### src/rtl/entropy_grant_arbiter.sv
// Round-robin arbiter handing single buffered QRNG words to NUM_REQ consumers,
// with ack timeout, saturating statistics and a health-alarm lockout.
module entropy_grant_arbiter #(
    parameter int unsigned NUM_REQ     = 4,
    parameter int unsigned DATA_W      = 64,
    parameter int unsigned ACK_TIMEOUT = 255,
    parameter int unsigned RECOVER_CYC = 1024
) (
    input  logic                clk,
    input  logic                reset_n,
    input  logic [DATA_W-1:0]   src_data,
    input  logic                src_valid,
    output logic                src_ready,
    input  logic                health_alarm,
    input  logic [NUM_REQ-1:0]  req,
    input  logic [NUM_REQ-1:0]  ack,
    output logic [NUM_REQ-1:0]  grant,
    output logic [DATA_W-1:0]   out_data,
    output logic                out_valid,
    output logic                locked,
    output logic [15:0]         served_cnt,
    output logic [15:0]         drop_cnt
);

    localparam int unsigned IDX_W = $clog2(NUM_REQ);

    typedef enum logic [1:0] {
        ST_LOCKOUT,
        ST_FILL,
        ST_ARB,
        ST_OFFER
    } state_t;

    state_t               state_q, state_d;
    logic [DATA_W-1:0]    buf_q, buf_d;
    logic [IDX_W-1:0]     gidx_q, gidx_d;
    logic [IDX_W-1:0]     rr_q, rr_d;
    logic [15:0]          timer_q, timer_d;
    logic [15:0]          rec_q, rec_d;
    logic [15:0]          served_q, served_d;
    logic [15:0]          drop_q, drop_d;
    logic [NUM_REQ-1:0]   grant_q, grant_d;
    logic [DATA_W-1:0]    out_data_q, out_data_d;
    logic                 out_valid_q, out_valid_d;
    logic                 src_ready_q, src_ready_d;
    logic                 locked_q, locked_d;

    logic                 pick_found;
    logic [IDX_W-1:0]     pick_idx;
    logic [IDX_W-1:0]     cand_idx;
    logic [IDX_W-1:0]     next_rr;
    int unsigned          cand;

    function automatic logic [15:0] sat_inc(input logic [15:0] v);
        return (v == 16'hFFFF) ? v : v + 16'd1;
    endfunction

    // First asserted request at or after the round-robin pointer, wrapping.
    always_comb begin
        pick_found = 1'b0;
        pick_idx   = '0;
        cand       = 0;
        cand_idx   = '0;
        for (int unsigned k = 0; k < NUM_REQ; k++) begin
            cand     = (32'(rr_q) + k) % NUM_REQ;
            cand_idx = IDX_W'(cand);
            if (!pick_found && req[cand_idx]) begin
                pick_found = 1'b1;
                pick_idx   = cand_idx;
            end
        end
    end

    assign next_rr = (gidx_q == IDX_W'(NUM_REQ - 1)) ? '0 : gidx_q + 1'b1;

    always_comb begin
        state_d  = state_q;
        buf_d    = buf_q;
        gidx_d   = gidx_q;
        rr_d     = rr_q;
        timer_d  = timer_q;
        rec_d    = rec_q;
        served_d = served_q;
        drop_d   = drop_q;

        case (state_q)
            ST_LOCKOUT: begin
                if (health_alarm) begin
                    rec_d = '0;
                end else if (rec_q == 16'(RECOVER_CYC - 1)) begin
                    rec_d   = '0;
                    state_d = ST_FILL;
                end else begin
                    rec_d = rec_q + 16'd1;
                end
            end

            ST_FILL: begin
                if (health_alarm) begin
                    if (src_valid && src_ready_q) begin
                        drop_d = sat_inc(drop_q);
                    end
                    state_d = ST_LOCKOUT;
                end else if (src_valid && src_ready_q) begin
                    buf_d   = src_data;
                    state_d = ST_ARB;
                end
            end

            ST_ARB: begin
                if (health_alarm) begin
                    drop_d  = sat_inc(drop_q);
                    buf_d   = '0;
                    state_d = ST_LOCKOUT;
                end else if (pick_found) begin
                    gidx_d  = pick_idx;
                    timer_d = 16'd1;
                    state_d = ST_OFFER;
                end
            end

            ST_OFFER: begin
                // A granted ack beats both a coincident alarm and timer expiry.
                if (ack[gidx_q]) begin
                    served_d = sat_inc(served_q);
                    buf_d    = '0;
                    rr_d     = next_rr;
                    state_d  = health_alarm ? ST_LOCKOUT : ST_FILL;
                end else if (health_alarm) begin
                    drop_d  = sat_inc(drop_q);
                    buf_d   = '0;
                    state_d = ST_LOCKOUT;
                end else if (!req[gidx_q]) begin
                    state_d = ST_ARB;
                end else if (timer_q == 16'(ACK_TIMEOUT)) begin
                    drop_d  = sat_inc(drop_q);
                    buf_d   = '0;
                    rr_d    = next_rr;
                    state_d = ST_FILL;
                end else begin
                    timer_d = timer_q + 16'd1;
                end
            end

            default: state_d = ST_LOCKOUT;
        endcase
    end

    // Outputs are registered images of the state being entered.
    always_comb begin
        src_ready_d = (state_d == ST_FILL);
        locked_d    = (state_d == ST_LOCKOUT);
        out_valid_d = (state_d == ST_OFFER);
        grant_d     = '0;
        out_data_d  = '0;
        if (state_d == ST_OFFER) begin
            grant_d    = {{(NUM_REQ-1){1'b0}}, 1'b1} << gidx_d;
            out_data_d = buf_d;
        end
    end

    always_ff @(posedge clk or negedge reset_n) begin
        if (!reset_n) begin
            state_q     <= ST_LOCKOUT;
            buf_q       <= '0;
            gidx_q      <= '0;
            rr_q        <= '0;
            timer_q     <= '0;
            rec_q       <= '0;
            served_q    <= '0;
            drop_q      <= '0;
            grant_q     <= '0;
            out_data_q  <= '0;
            out_valid_q <= 1'b0;
            src_ready_q <= 1'b0;
            locked_q    <= 1'b1;
        end else begin
            state_q     <= state_d;
            buf_q       <= buf_d;
            gidx_q      <= gidx_d;
            rr_q        <= rr_d;
            timer_q     <= timer_d;
            rec_q       <= rec_d;
            served_q    <= served_d;
            drop_q      <= drop_d;
            grant_q     <= grant_d;
            out_data_q  <= out_data_d;
            out_valid_q <= out_valid_d;
            src_ready_q <= src_ready_d;
            locked_q    <= locked_d;
        end
    end

    assign src_ready  = src_ready_q;
    assign locked     = locked_q;
    assign grant      = grant_q;
    assign out_data   = out_data_q;
    assign out_valid  = out_valid_q;
    assign served_cnt = served_q;
    assign drop_cnt   = drop_q;

endmodule

### config.mk
export PLATFORM = sky130hd
export DESIGN_NAME = entropy_grant_arbiter
export DESIGN_NICKNAME = d
export VERILOG_FILES = /design/src/rtl/entropy_grant_arbiter.sv
export SDC_FILE = /design/constraint.sdc
export NUM_CORES = 1
export LEC_CHECK = 0
export ABC_CLOCK_PERIOD_IN_PS = 2200
export CAP_MARGIN = 20
export CORE_ASPECT_RATIO = 0.9
export CORE_UTILIZATION = 47
export CTS_BUF_LIST = sky130_fd_sc_hd__clkbuf_16
export DETAILED_ROUTE_END_ITERATION = 6
export PLACE_DENSITY_LB_ADDON = 0.08
export SYNTH_ARGS = -nofsm -noshare
export SYNTH_HDL_FRONTEND = slang
export SYNTH_SLANG_ARGS = --single-unit
### constraint.sdc
create_clock -name clk -period 2.2 [get_ports clk]
set_input_delay 0.44 -clock clk [delete_from_list [all_inputs] [get_ports clk]]
set_output_delay 0.44 -clock clk [all_outputs]
set_load 0.01 [all_outputs]
==> out/qor.yml <==
synth_area_leader_cell: "dfrtp_1"
synth.distinct_cells: 48
syn-num-nets: 963
chipHeight_um: 133
dpl-instance-area_sq_um: 11600
drive_above_1_share: 0.134
maxCapViolations: 0
cts_buffers: 22
htree_levels: 1
synth_enable_flop_cells: 0
finalSetupViolations: 0
power_frac_comb: 0.039
r2r_end: "timer_q[7]"
insertion_delay_ps: 510
diodes: 0
cts_root_buf: "clkbuf_16"
intPower_mw: 6.12
area_growth_pct: 39.1
clock_skew_ps: 16.5
ys_seq_area_frac: 0.569
p_clk_frac: 0.475
relSlewSlack: 0.617
cts_tree: "done"
drtPass1Iterations: 6
cp-start-kind: "flip-flop"
r2r_slack_ps: 10
rsz0062_at_grt: "true"
power.switching_mw: 1.67
finalNetCount: 1198
synth.cell_area_sq_um: 9010
gp_congestion: 0.840
core_area_sq_um: 18600
clock_sinks: 205
routed_wl_mm: 22.1
io_pins: 179
arrival_ps: 2610
post-route-util: 0.675
io_buffer_count: 178
grt_overflow_total: 0
outcome: "completed"
timing.final.ws_setup_ps: 10.4
hold_viol: 0
hpwl_mm: 14.5
crit_path_max_fanout: 16
fillCellCount: 1526
tightest_slew_ps: 568
dieWidth_um: 148
die-area_sq_um: 19700
peakVddDrop_mv: 0.440
critPathKind: "flip-flop to flip-flop"
synthArstFlopShare: 1.00
yosysTopAreaCellShare: 0.566
vias: 7331
synth_cells: 882
report.final.slew_viol_count: 0
start_util: 0.485
syn_avg_cell_area_sq_um: 10.2
grt_usage: 0.228
ys_ff_latch: 205
seq_power_share: 0.485
row_count: 47
p_total_mw: 7.79
antenna_found_initial: 0
drc: 0
drtIter0Drc: 368
routed_via_density: 5.32
yosys_warnings: 0
post-route-min-period_ps: 2190
hp-class: "input pin to async pin"
p_sw_frac: 0.214
power.density_nw_per_um2: 622
post_drt_wl_per_cell_um: 16.1
period_share: 0.995
stdcell_area_sq_um: 12500
critPathCaptureType: "flip-flop"
ff2ff_path_depth: 7
fmax_mhz: 457
hold_ws_ps: 413
grt_pass1_wl_mm: 36.4
leakage_nw: 5.77
grt_pass1_vias: 7246
r2r-start: "rec_q[12]"
ant_nets: 0
synth.area.top_cells: "dfrtp_1 57%, mux2i_1 7.9%, nand2_1 6.7%, o21ai_0 5.4%, a21oi_1 4.4%"
grt_start_max_net_pins: 69
ys.flop_type: "dfrtp_1"
dp_slack_ps: -404
cp_data_required_time_ps: 2620
clockBufferDepth: 3
clk_pin_slew_worst_paths_ps: 60
-- cells in the mapped netlist (2+ instances only) --
master,number
a21oi_1,80
a31oi_1,3
and3_1,17
and4_1,4
buf_1,5
buf_2,17
clkbuf_1,29
dfrtp_1,204
ha_1,5
inv_1,12
mux2_2,4
mux2i_1,71
nand2_1,162
nand2b_1,4
nand3_1,29
nand3b_1,3
nand4_1,15
nand4b_1,2
nor2_1,24
nor2b_1,8
nor3_1,4
nor4_1,5
o21ai_0,97
o21bai_1,2
o31ai_1,9
or3_1,13
xnor2_1,29
xor2_1,5
-- metal layers --
| metal | GRT usage | part of all wire |
|---|---|---|
| met1 | 0.319 | 0.46 |
| met2 | 0.374 | 0.48 |
| met3 | 0.0390 | 0.044 |
| met4 | 0.0441 | 0.015 |
| met5 | 0 | 0 |
-- repair_timing --
| action | CTS | global route |
|---|---|---|
| endpoints found under the hold margin | 32 | 0 |
| resized for setup | 3 | 22 |
| buffers inserted | 0 | 4 |
| endpoints found under the setup margin | 13 | 69 |
| pin swaps | 1 | 12 |
| hold buffers | 1 | 0 |
| gates cloned | 0 | 1 |
-- sequential cells by signal, indices dropped and copies added, names as in the netlist --
register    count
buf_q          64
out_data       64
drop_cnt       16
rec_q          16
served_cnt     16
timer_q        16
grant           4
gidx_q          2
rr_q            2
state_q         2
locked          1
out_valid       1
src_ready       1
-- cells in the final DEF, fill, tap and decap left out, types with 5 or more instances in the layout --
master	Yosys	final
clkbuf_16	0	22
dfrtp_1	204	202
and3_1	17	16
clkinv_2	0	6
nand4_1	15	15
a21oi_1	80	75
xor2_1	5	5
nor2_1	24	22
or3_1	13	10
nor2b_1	8	8
o31ai_1	9	8
clkdlybuf4s50_1	0	177
nand3_1	29	29
mux2i_1	71	71
inv_1	12	14
buf_12	0	11
nand2_1	162	162
o21ai_0	97	97
buf_4	0	67
xnor2_1	29	29
-- metrics by stage --
stage | setup TNS [ps] | cells
2_1_floorplan | 0 | 882
3_3_place_gp | -35800 | 1332
3_5_place_dp | -40650 | 1332
4_1_cts | -4.52 | 1373
5_1_grt | -357 | 1378
6_report | 0 | 1378
-- logic make-up (layout without fill, tap and decap cells) --
logic type | count (synthesis) | after routing | synth area share
XOR/XNOR | 34 | 34 | 0.0330
multiplexers | 76 | 76 | 0.0864
AND/OR/NAND/NOR | 297 | 297 | 0.155
flip-flops | 205 | 205 | 0.569
adder cells (fa/ha/maj) | 5 | 5 | 0.00694
buffers and inverters | 63 | 314 | 0.0286
AO/OA/AOI/OAI | 202 | 202 | 0.121
-- worst max path at each step --
stage / from / end / slack, ps / depth (start not counted)
after floorplan: rec_q[0] / out_data[14] / 40 / 9
after global placement: req[1] / grant[3] / -360 / 11
after detailed placement: req[1] / timer_q[7] / -400 / 10
after CTS: timer_q[0] / drop_cnt[8] / -5 / 9
after global routing: rec_q[12] / timer_q[7] / -60 / 7
final: rec_q[12] / timer_q[7] / 10 / 7
-- critical path, stage by stage, from the launching register on --
cell and delay (ps):
dfrtp_1 380, or4_4 550, nor3_4 230, a31o_4 200, o2bb2ai_4 90, buf_6 170, or3_1 350, a21oi_1 160
-- power by group through the flow --
stage               registers (mW)  clock network, mW  logic, mW
CTS                           3.78               3.80      0.313
global placement              3.85                  0      0.308
finish                        3.78               3.71      0.308
detailed placement            3.85                  0      0.309
floorplan                     3.85                  0     0.0355
global route                  3.78               3.93      0.342
-- cell type report --
cell class | count | area (sq um) | area share
Multi-Input combinational cell | 614 | 3750 | 0.299
Clock buffer | 22 | 551 | 0.0439
Clock inverter | 18 | 174 | 0.0139
Tap cell | 245 | 307 | 0.0245
Inverter | 12 | 45.0 | 0.00359
Timing Repair Buffer | 262 | 2570 | 0.205
Sequential cell | 205 | 5130 | 0.410
Power figures use the tool's default switching activity.
